File: config.mk
export PLATFORM = sky130hd
export DESIGN_NAME = dds_frq_sched
export DESIGN_NICKNAME = d
export VERILOG_FILES = /design/src/rtl/dds_frq_sched.sv
export SDC_FILE = /design/constraint.sdc
export NUM_CORES = 1
export LEC_CHECK = 0
export ABC_AREA = 1
export BUFFER_PORTS_ARGS = -buffer_cell sky130_fd_sc_hd__buf_2
export CORE_AREA = 2 2 75 77
export DETAILED_ROUTE_END_ITERATION = 7
export DIE_AREA = 0 0 77 79
export PLACE_DENSITY = 0.78
export SYNTH_ARGS = -nofsm -noshare
export SYNTH_HDL_FRONTEND = slang
export SYNTH_SLANG_ARGS = --single-unit
File: constraint.sdc
create_clock -name sclk_i -period 1.5 [get_ports sclk_i]
set_clock_uncertainty 0.1 [all_clocks]
set_input_delay 0.3 -clock sclk_i [delete_from_list [all_inputs] [get_ports sclk_i]]
set_output_delay 0.3 -clock sclk_i [all_outputs]
set_load 0.01 [all_outputs]
File: src/rtl/dds_frq_sched.sv
// Frequency scheduler for the dds2k24 32-bit DDS.
// Drives the DDS tuning word and phase clear from host commands taken over a strobe/ready
// handshake: phase-continuous retune, retune with phase clear, stepped linear sweep, stop.
// Optional feature macro: DDS_SWEEP_EN enables the SWEEP op and its step/dwell/count datapath.
// Without it, op 2'b10 behaves exactly as SET.
module dds_frq_sched #(
    parameter int unsigned CNT_W   = 16,
    parameter int unsigned DWELL_W = 16,
    parameter int unsigned CLR_CYC = 4
) (
    input  logic               sclk_i,
    input  logic               rst_ni,
    input  logic               cmd_stb_i,
    output logic               cmd_rdy_o,
    input  logic [1:0]         cmd_op_i,
    input  logic [31:0]        cmd_frq_i,
    input  logic [31:0]        cmd_stp_i,
    input  logic [CNT_W-1:0]   cmd_cnt_i,
    input  logic [DWELL_W-1:0] cmd_dwl_i,
    output logic [31:0]        frq_o,
    output logic               dds_rst_o,
    output logic               busy_o,
    output logic               done_o
);

    localparam logic [1:0] StIdle  = 2'd0;
    localparam logic [1:0] StClr   = 2'd1;
`ifdef DDS_SWEEP_EN
    localparam logic [1:0] StSweep = 2'd2;
`endif

    localparam logic [1:0] OpSet    = 2'b00;
    localparam logic [1:0] OpSetClr = 2'b01;
    localparam logic [1:0] OpSweep  = 2'b10;
    localparam logic [1:0] OpStop   = 2'b11;

    logic [1:0]  state_q, state_d;
    logic [31:0] frq_q, frq_d;
    logic        dds_rst_q, dds_rst_d;
    logic        done_q, done_d;
    logic        rdy_q, rdy_d;
    logic [7:0]  clr_cnt_q, clr_cnt_d;
    logic        accept;

`ifdef DDS_SWEEP_EN
    logic [31:0]        stp_q, stp_d;
    logic [CNT_W-1:0]   rem_q, rem_d;
    // Dwell reload value and down-counter both hold (dwell - 1).
    logic [DWELL_W-1:0] dwl_q, dwl_d;
    logic [DWELL_W-1:0] dwl_cnt_q, dwl_cnt_d;
    logic [DWELL_W-1:0] dwl_m1;

    assign dwl_m1 = (cmd_dwl_i == '0) ? '0 : cmd_dwl_i - DWELL_W'(1);
`else
    logic unused_sweep;
    assign unused_sweep = ^{cmd_stp_i, cmd_cnt_i, cmd_dwl_i};
`endif

    assign accept = cmd_stb_i && rdy_q;

    // Next-state: an accepted command always wins over the current state's own progress.
    always_comb begin
        state_d   = state_q;
        frq_d     = frq_q;
        dds_rst_d = dds_rst_q;
        done_d    = 1'b0;
        clr_cnt_d = clr_cnt_q;
`ifdef DDS_SWEEP_EN
        stp_d     = stp_q;
        rem_d     = rem_q;
        dwl_d     = dwl_q;
        dwl_cnt_d = dwl_cnt_q;
`endif
        if (accept) begin
            unique case (cmd_op_i)
                OpSet: begin
                    frq_d   = cmd_frq_i;
                    done_d  = 1'b1;
                    state_d = StIdle;
                end
                OpSetClr: begin
                    frq_d     = cmd_frq_i;
                    dds_rst_d = 1'b1;
                    clr_cnt_d = 8'(CLR_CYC - 1);
                    state_d   = StClr;
                end
                OpSweep: begin
                    frq_d = cmd_frq_i;
`ifdef DDS_SWEEP_EN
                    if (cmd_cnt_i == '0) begin
                        done_d  = 1'b1;
                        state_d = StIdle;
                    end else begin
                        stp_d     = cmd_stp_i;
                        rem_d     = cmd_cnt_i;
                        dwl_d     = dwl_m1;
                        dwl_cnt_d = dwl_m1;
                        state_d   = StSweep;
                    end
`else
                    done_d  = 1'b1;
                    state_d = StIdle;
`endif
                end
                OpStop: begin
                    // Frequency stays where it is; any pending sweep step is dropped.
                    done_d  = 1'b1;
                    state_d = StIdle;
                end
            endcase
        end else begin
            case (state_q)
                StClr: begin
                    if (clr_cnt_q == 8'd0) begin
                        dds_rst_d = 1'b0;
                        done_d    = 1'b1;
                        state_d   = StIdle;
                    end else begin
                        clr_cnt_d = clr_cnt_q - 8'd1;
                    end
                end
`ifdef DDS_SWEEP_EN
                StSweep: begin
                    if (dwl_cnt_q == '0) begin
                        frq_d     = frq_q + stp_q;
                        dwl_cnt_d = dwl_q;
                        rem_d     = rem_q - CNT_W'(1);
                        if (rem_q == CNT_W'(1)) begin
                            done_d  = 1'b1;
                            state_d = StIdle;
                        end
                    end else begin
                        dwl_cnt_d = dwl_cnt_q - DWELL_W'(1);
                    end
                end
`endif
                default: ;
            endcase
        end
        rdy_d = (state_d != StClr);
    end

    // State registers with synchronous active-low reset.
    always_ff @(posedge sclk_i) begin
        if (!rst_ni) begin
            state_q   <= StIdle;
            frq_q     <= '0;
            dds_rst_q <= 1'b0;
            done_q    <= 1'b0;
            rdy_q     <= 1'b0;
            clr_cnt_q <= '0;
`ifdef DDS_SWEEP_EN
            stp_q     <= '0;
            rem_q     <= '0;
            dwl_q     <= '0;
            dwl_cnt_q <= '0;
`endif
        end else begin
            state_q   <= state_d;
            frq_q     <= frq_d;
            dds_rst_q <= dds_rst_d;
            done_q    <= done_d;
            rdy_q     <= rdy_d;
            clr_cnt_q <= clr_cnt_d;
`ifdef DDS_SWEEP_EN
            stp_q     <= stp_d;
            rem_q     <= rem_d;
            dwl_q     <= dwl_d;
            dwl_cnt_q <= dwl_cnt_d;
`endif
        end
    end

    assign cmd_rdy_o = rdy_q;
    assign frq_o     = frq_q;
    assign dds_rst_o = dds_rst_q;
    assign busy_o    = (state_q != StIdle);
    assign done_o    = done_q;

endmodule
# Word-level counts from Yosys, hierarchy flattened
# Cells that the tools add are included.
[totals]
register_bits = 45
inputBits = 101
out_inout_bits = 36
word_cells = 41
[classes]
add_sub_neg = 1
n_eq_ne = 7
muxes = 16
reduce_logical = 11
[op_table]
columns = ["cell", "count"]
rows = [
  ["$mux W8", 4],
  ["$logic_not A8 Y1", 1],
  ["$mux W1", 8],
  ["$sub A8 B1 Y8 const B", 1],
  ["$mux W2", 3],
  ["$reduce_and A3 Y1", 2],
  ["$reduce_bool A2 Y1", 3],
  ["$reduce_or A3 Y1", 2],
  ["$eq A2 B1 Y1 const B", 2],
  ["$eq A2 B2 Y1 const B", 2],
  ["$ne A2 B1 Y1 const B", 2],
  ["$pmux W2 S2", 1],
  ["$logic_not A2 Y1", 1],
  ["$ne A2 B2 Y1 const B", 1],
  ["$reduce_and A2 Y1", 1],
  ["$logic_and A1 B1 Y1", 1],
]

# Logic depth before layout (Yosys ltp)
# Gate-level depths: netlist of run 1.
[depth]
word_depth = 5
mapped_depth = 9
ltp_nobuf = 9

# Least setup slack after synthesis of run 1
# Ideal clock, no wire load.
[synth_path]
kind = "reg2reg"
start = "register clr_cnt_q[0]"
end = "register clr_cnt_q[7]"
setup_ns = 0.117
arrival_ns = 1.208
required_time_ns = 1.283
path_slack_ns = 0.075
path_stages_with_launch = 10
n_path_buf = 0
period_less_slack_ns = 1.425
cell_sequence = "dfxtp_1 > inv_1 > ha_1 > nand3_1 > nor2_4 > nor2_2 > nor2_4 > nor2_1 > nor2_1 > nor2_1"
[synth_between]
elab_chain_len = 4
word_cells_on_any_way = 7
cone_classes = "add/sub: 1; eq/ne: 1; mux: 3; reduce/logical: 2"
[synth_lines]
columns = ["item", "line", "source"]
rows = [
  ["start: declaration", "42", "logic [7:0] clr_cnt_q, clr_cnt_d;"],
  ["start signal: assignment", "164", "clr_cnt_q <= clr_cnt_d;"],
  ["$sub A8 B1 Y8", "119", "clr_cnt_d = clr_cnt_q - 8'd1;"],
  ["$mux W8", "114", "if (clr_cnt_q == 8'd0) begin"],
  ["$mux W8", "112", "case (state_q)"],
  ["$mux W8", "74", "if (accept) begin"],
]
# Parallel ways exist; a longest one is shown, timed or not. The select of a mux whose other input is x is not followed.
# A chain may end at the register's enable or synchronous reset.

# Worst setup path after layout of run 1
[layout_path]
start = "register clr_cnt_q[5]"
end = "register clr_cnt_q[7]"
# Same word-level chain as after synthesis.

==> flow_metrics.env, run 1 <==
export IMPL_synth_xor_area_frac=0.00962
export IMPL_cts_tree="built"
export IMPL_nets=426
export IMPL_synth_top_family_by_area="simple AND/OR/NAND/NOR gates"
export IMPL_grt_pass1_vias=1554
export IMPL_fin_util=0.456
export IMPL_finalHoldViolations=0
export IMPL_critPathKind="register to register"
export IMPL_row_count=27
export IMPL_drive_gt1_frac=0.330
export IMPL_finalMaxSlewViolations=0
export IMPL_synth_simple_area_share=0.290
export IMPL_outcome="finished clean"
export IMPL_firstDrtPassIters=4
export IMPL_clockBufferDepth=2
export IMPL_wl_um=4110
export IMPL_root_buffer="clkbuf_8"
export IMPL_crit_arrival_ns=1.52
export IMPL_final_cell_area_um2=2430
export IMPL_synthMuxAreaShare=0
export IMPL_synth_compound_area_frac=0.127
export IMPL_min_period_ns=1.42
export IMPL_dpl_instance_area_um2=2310
export IMPL_die_h_um=79
export IMPL_leakagePower_uw=0.00117
export IMPL_max_slew_margin=0.850
export IMPL_core_area_um2=5340
export IMPL_worstMarginPinSlew_ns=0.224
export IMPL_hp_class="input pin to register"
export IMPL_io_pin_count=137
export IMPL_yosys_warnings=0
export IMPL_cp_end_kind="register"
export IMPL_start_kind="register"
export IMPL_initial_core_util=0.341
export IMPL_track_usage=0.138
export IMPL_drtIter0Drc=131
export IMPL_drc_errors=0
export IMPL_vias=1764
export IMPL_powerDensity_nw_per_um2=1020
export IMPL_critPathRequiredTime_ns=1.60
export IMPL_clk_pin_slew_ns=0.08
export IMPL_dieWidth_um=77
export IMPL_vias_per_cell=4.45
export IMPL_fin_ws_ns=0.0764
export IMPL_rsz0062_at_grt="true"
export IMPL_die_area_um2=6080
export IMPL_syn_nets=346
export IMPL_maxClockFrequency_ghz=0.702
export IMPL_grt_max_degree=33
export IMPL_setup_tns_final_ns=0
export IMPL_synth_distinct_cells=23
export IMPL_ctsHtreeMaxLevel=2
export IMPL_area_growth_pct=33.7
export IMPL_clkLatencyLatePin_ns=0.29
export IMPL_ir_drop_mv=0.571
export IMPL_setup_viol_count_final=0
export IMPL_clock_sinks=45
export IMPL_pre_cts_slack_ns=0.0107
export IMPL_synth_cell_area_um2=1820
export IMPL_grt_pass1_wl_um=6760
export IMPL_fillers=550
export IMPL_antenna_cells=0
export IMPL_overflow=0
export IMPL_gp_congestion=0.873
export IMPL_detailed_place_hpwl_um=2960
export IMPL_wl_per_cell_um=10.4
export IMPL_ys_ff_latch=45
export IMPL_cts_buffers=5
export IMPL_timing_final_crit_share=0.949
export IMPL_portBuffers=72
export IMPL_max_cap_violations=0
export IMPL_ff2ff_setup_slack_ns=0.08
export IMPL_antenna_found_initial=0
export IMPL_synth_fa_ha_area_frac=0.0137
export IMPL_synth_cells=243
export IMPL_critPathMaxFanout=7
export IMPL_synth_seq_area_share=0.495
export IMPL_synth_avg_cell_area_um2=7.49
export IMPL_ant_nets=0
-- what timing repair did --
action | 4_1_cts | 5_1_grt
hold buffers | 0 | 0
gates resized for setup | 0 | 10
setup buffers | 0 | 1
setup endpoints to repair | 0 | 7
-- path summary, 6_finish.rpt --
path,endpoint,cells past startpoint,startpoint
min reg2reg,frq_o[9],2,frq_o[9]
min,frq_o[5],3,cmd_frq_i[5]
max,clr_cnt_q[7],8,clr_cnt_q[5]
max reg2reg,clr_cnt_q[7],8,clr_cnt_q[5]
-- state kept, by name (all words and copies together) (netlist names) --
| name | count |
|---|---|
| frq_o | 32 |
| clr_cnt_q | 8 |
| state_q | 2 |
| cmd_rdy_o | 1 |
| dds_rst_o | 1 |
| done_o | 1 |
-- through the flow --
stage,hold slack [ns],total power [uW],std cells
floorplan,0.364,1590,243
global placement,0.357,1760,387
detailed placement,0.367,1770,387
CTS,0.140,2510,395
global route,0.153,2640,396
finish,0.152,2480,396
-- area by class of cell --
type,instances,area (um^2),share of cell area
Clock buffer,7,76.3,0.0314
Clock inverter,1,7.51,0.00308
Inverter,15,56.3,0.0231
Multi-Input combinational cell,173,832,0.342
Sequential cell,45,903,0.371
Tap cell,72,90.1,0.0370
Timing Repair Buffer,83,468,0.192
-- worst max-delay path, cell delays in order, from the launching register on --
cell	delay [ns]
dfxtp_2	0.35
nor2_2	0.16
nand2_2	0.11
nor2_4	0.15
nor2_4	0.05
nor2_4	0.19
nor2_1	0.07
nor2_1	0.10
nor2_1	0.04
-- synth_stat cells, drive strengths merged --
cell type	instances	share of area
ha	2	0.014
clkinv	1	0.0021
nor3	2	0.012
o21ai	36	0.10
clkbuf	6	0.012
a21oi	8	0.022
dfxtp	45	0.49
nand4	1	0.0034
nand2	27	0.063
nand3	9	0.025
nor2	85	0.19
xor2	2	0.0096
inv	14	0.029
buf	4	0.021
a21boi	1	0.0041
-- cell families (layout without fill, tap and decap cells) --
group / Yosys count / after routing
adder cells (fa/ha/maj): 2 / 2
AND/OR/NAND/NOR: 124 / 124
XOR/XNOR: 2 / 2
flip-flops: 45 / 45
buffers and inverters: 25 / 106
AO/OA/AOI/OAI: 45 / 45
-- power breakdown --
group          switching, uW  leakage (uW)  internal [uW]
sequential              37.9      0.000370           1270
clock                    396     0.0000385            330
combinational            251      0.000763            202
-- cells in the final DEF (no fill, tap or decap) --
cell        count
buf_2          72
a21boi_0        1
nand2_2         2
nand3_1         8
dfxtp_2         2
ha_2            2
nor3_1          1
buf_4           9
nor3_4          1
nand3_4         1
inv_1          12
xor2_1          2
clkbuf_1        2
inv_2           2
clkinvlp_4      1
o21ai_0        35
a21oi_1         8
nand2_1        24
nor2_4          4
nor2_2          2
nand2_4         1
dfxtp_1        43
buf_12          2
clkinv_1        1
clkbuf_8        5
nand4_1         1
nor2_1         79
o21ai_2         1
-- per-layer routing --
layer	GRT usage	share of wire	vias to the layer above
li1	-	-	924
met5	0	0	-
met4	0.0482	0.015	0
met3	0.0477	0.077	7
met1	0.160	0.44	763
met2	0.239	0.47	70
(Power assumes the default switching activity.)
==> run 2: changes to the inputs <==
--- a/config.mk
+++ b/config.mk
@@ -7,10 +7,13 @@
 export LEC_CHECK = 0
 export ABC_AREA = 1
 export BUFFER_PORTS_ARGS = -buffer_cell sky130_fd_sc_hd__buf_2
-export CORE_AREA = 2 2 75 77
+export CELL_PAD_IN_SITES_DETAIL_PLACEMENT = 1
+export CELL_PAD_IN_SITES_GLOBAL_PLACEMENT = 1
+export CORE_AREA = 2 2 87 89
 export DETAILED_ROUTE_END_ITERATION = 7
-export DIE_AREA = 0 0 77 79
-export PLACE_DENSITY = 0.78
+export DIE_AREA = 0 0 89 91
+export PLACE_DENSITY = 0.82
+export SLEW_MARGIN = 30
 export SYNTH_ARGS = -nofsm -noshare
 export SYNTH_HDL_FRONTEND = slang
 export SYNTH_SLANG_ARGS = --single-unit
==> constraint.sdc (replaced) <==
create_clock -name sclk_i -period 1.6 [get_ports sclk_i]
set_clock_uncertainty 0.1 [all_clocks]
set_input_delay 0.32 -clock sclk_i [delete_from_list [all_inputs] [get_ports sclk_i]]
set_output_delay 0.32 -clock sclk_i [all_outputs]
set_load 0.01 [all_outputs]
==> flow_metrics.env, run 2 (synthesis gave the netlist of run 1 again) <==
export IMPL_firstDrtPassIters=4
export IMPL_power_frac_comb=0.179
export IMPL_power_uw=2360
export IMPL_detailed_place_hpwl_um=3780
export IMPL_track_usage=0.130
export IMPL_holdPathStages=3
export IMPL_clockBufferDepth=2
export IMPL_wl_um=5180
export IMPL_fin_util=0.341
export IMPL_start_kind="register"
export IMPL_ctsHtreeMaxLevel=2
export IMPL_dieWidth_um=89
export IMPL_crit_arrival_ns=1.58
export IMPL_timing_final_crit_share=0.925
export IMPL_cp_end_kind="register"
export IMPL_antenna_found_initial=0
export IMPL_min_from="cmd_frq_i[4]"
export IMPL_grt_max_degree=36
export IMPL_holdWs_ns=0.174
export IMPL_min_delay_worst_endpoint="frq_o[4]"
export IMPL_area_growth_pct=33.6
export IMPL_setup_tns_final_ns=0
export IMPL_clk_pin_slew_ns=0.08
export IMPL_min_period_ns=1.48
export IMPL_finalHoldViolations=0
export IMPL_ir_drop_mv=0.318
export IMPL_p_int_uw=1710
export IMPL_finalMaxSlewViolations=0
export IMPL_maxClockFrequency_ghz=0.676
export IMPL_die_area_um2=8100
export IMPL_timing_rr_start="clr_cnt_q[2]"
export IMPL_vias=1826
export IMPL_antenna_cells=0
export IMPL_critPathRequiredTime_ns=1.70
export IMPL_cts_buffers=5
export IMPL_worstRegToRegCells=8
export IMPL_p_switching_uw=653
export IMPL_clkLatencyLatePin_ns=0.29
export IMPL_max_slew_margin=0.783
export IMPL_p_seq_frac=0.517
export IMPL_leakagePower_uw=0.00116
export IMPL_fillers=932
export IMPL_gp_congestion=0.803
export IMPL_max_cap_violations=0
export IMPL_overflow=0
export IMPL_setup_viol_count_final=0
export IMPL_initial_core_util=0.255
export IMPL_core_area_um2=7140
export IMPL_hp_class="input pin to register"
export IMPL_vias_per_cell=4.34
export IMPL_critPathMaxFanout=7
export IMPL_power_share_clock=0.304
export IMPL_grt_pass1_wl_um=8270
export IMPL_swShare=0.276
export IMPL_row_count=31
export IMPL_powerDensity_nw_per_um2=971
export IMPL_cts_tree="built"
export IMPL_stdcell_count=421
export IMPL_outcome="finished clean"
export IMPL_largest_reg_flops=32
export IMPL_critPathKind="register to register"
export IMPL_die_h_um=91
export IMPL_final_cell_mix="nor2_1 (78), buf_2 (72), dfxtp_1 (45)"
export IMPL_worstMarginPinSlew_ns=0.325
export IMPL_nets=425
export IMPL_root_buffer="clkbuf_8"
export IMPL_ff2ff_setup_slack_ns=0.12
export IMPL_timing_rr_end="clr_cnt_q[7]"
export IMPL_drive_gt1_frac=0.323
export IMPL_wl_per_cell_um=12.3
export IMPL_ant_nets=0
export IMPL_clock_sinks=45
export IMPL_final_common_cell="nor2_1"
export IMPL_io_pin_count=137
export IMPL_drtIter0Drc=95
export IMPL_dp_cells=413
export IMPL_drc_errors=0
export IMPL_grt_pass1_vias=1794
export IMPL_portBuffers=72
[run 2: cell count changes in the layout (fill, tap and decap cells not counted)]
cell	before	now
clkinvlp_4	1	0
inv_1	12	13
buf_4	9	10
nor2_4	4	3
nor2_1	79	78
dfxtp_2	2	0
clkbuf_8	5	6
buf_12	2	0
nor2_2	2	4
dfxtp_1	43	45
inv_2	2	1
clkbuf_1	2	1
[run 2: metrics by stage]
step,setup WS [ns],instance area (um^2)
final,0.120,2430
after global routing,-0.00327,2430
after CTS,0.0812,2400
after detailed placement,0.0499,2310
after global placement,0.0949,2310
after floorplan,0.175,1820
[run 2: worst max-delay path, cell delays in order, from the launching register on]
cell     delay, ns
dfxtp_1       0.38
nor2_4        0.17
nand2_2       0.10
nor2_4        0.15
nor2_2        0.07
nor2_4        0.22
nor2_2        0.06
nor2_1        0.08
nor2_1        0.04
[run 2: how the worst max path moves through the flow]
| stage | startpoint | cells past startpoint | to |
|---|---|---|---|
| final | clr_cnt_q[2] | 8 | clr_cnt_q[7] |
| after floorplan | clr_cnt_q[0] | 9 | clr_cnt_q[7] |
| after global routing | clr_cnt_q[2] | 8 | clr_cnt_q[7] |
| after CTS | clr_cnt_q[1] | 9 | clr_cnt_q[7] |
| after global placement | cmd_stb_i | 10 | clr_cnt_q[7] |
| after detailed placement | cmd_stb_i | 10 | clr_cnt_q[7] |
[run 2: what timing repair did]
item                                    4_1_cts  5_1_grt
resized for setup                             0        7
hold buffers                                  0        0
endpoints found under the setup margin        0        4
setup buffers                                 0        1
[run 2: per-layer routing]
layer  track usage  vias up  part of all wire
li1              -      921                 -
met1         0.148      856              0.42
met2         0.231       43              0.51
met3        0.0309        6             0.055
met4        0.0448        0             0.010
met5             0        -                 0
[run 2: power groups by stage]
stage	clock network (uW)	registers, uW	logic (uW)
after floorplan	0	1270	221
after global placement	0	1240	393
after detailed placement	0	1250	410
after CTS	757	1220	411
after global routing	797	1230	481
final	718	1220	423
[run 2: cell type report]
cell class                      count  area [um^2]  area share
Clock buffer                        7         86.3      0.0355
Inverter                           15         56.3      0.0231
Tap cell                           99          124      0.0509
Timing Repair Buffer               82          435       0.179
Multi-Input combinational cell    173          830       0.341
Sequential cell                    45          901       0.370
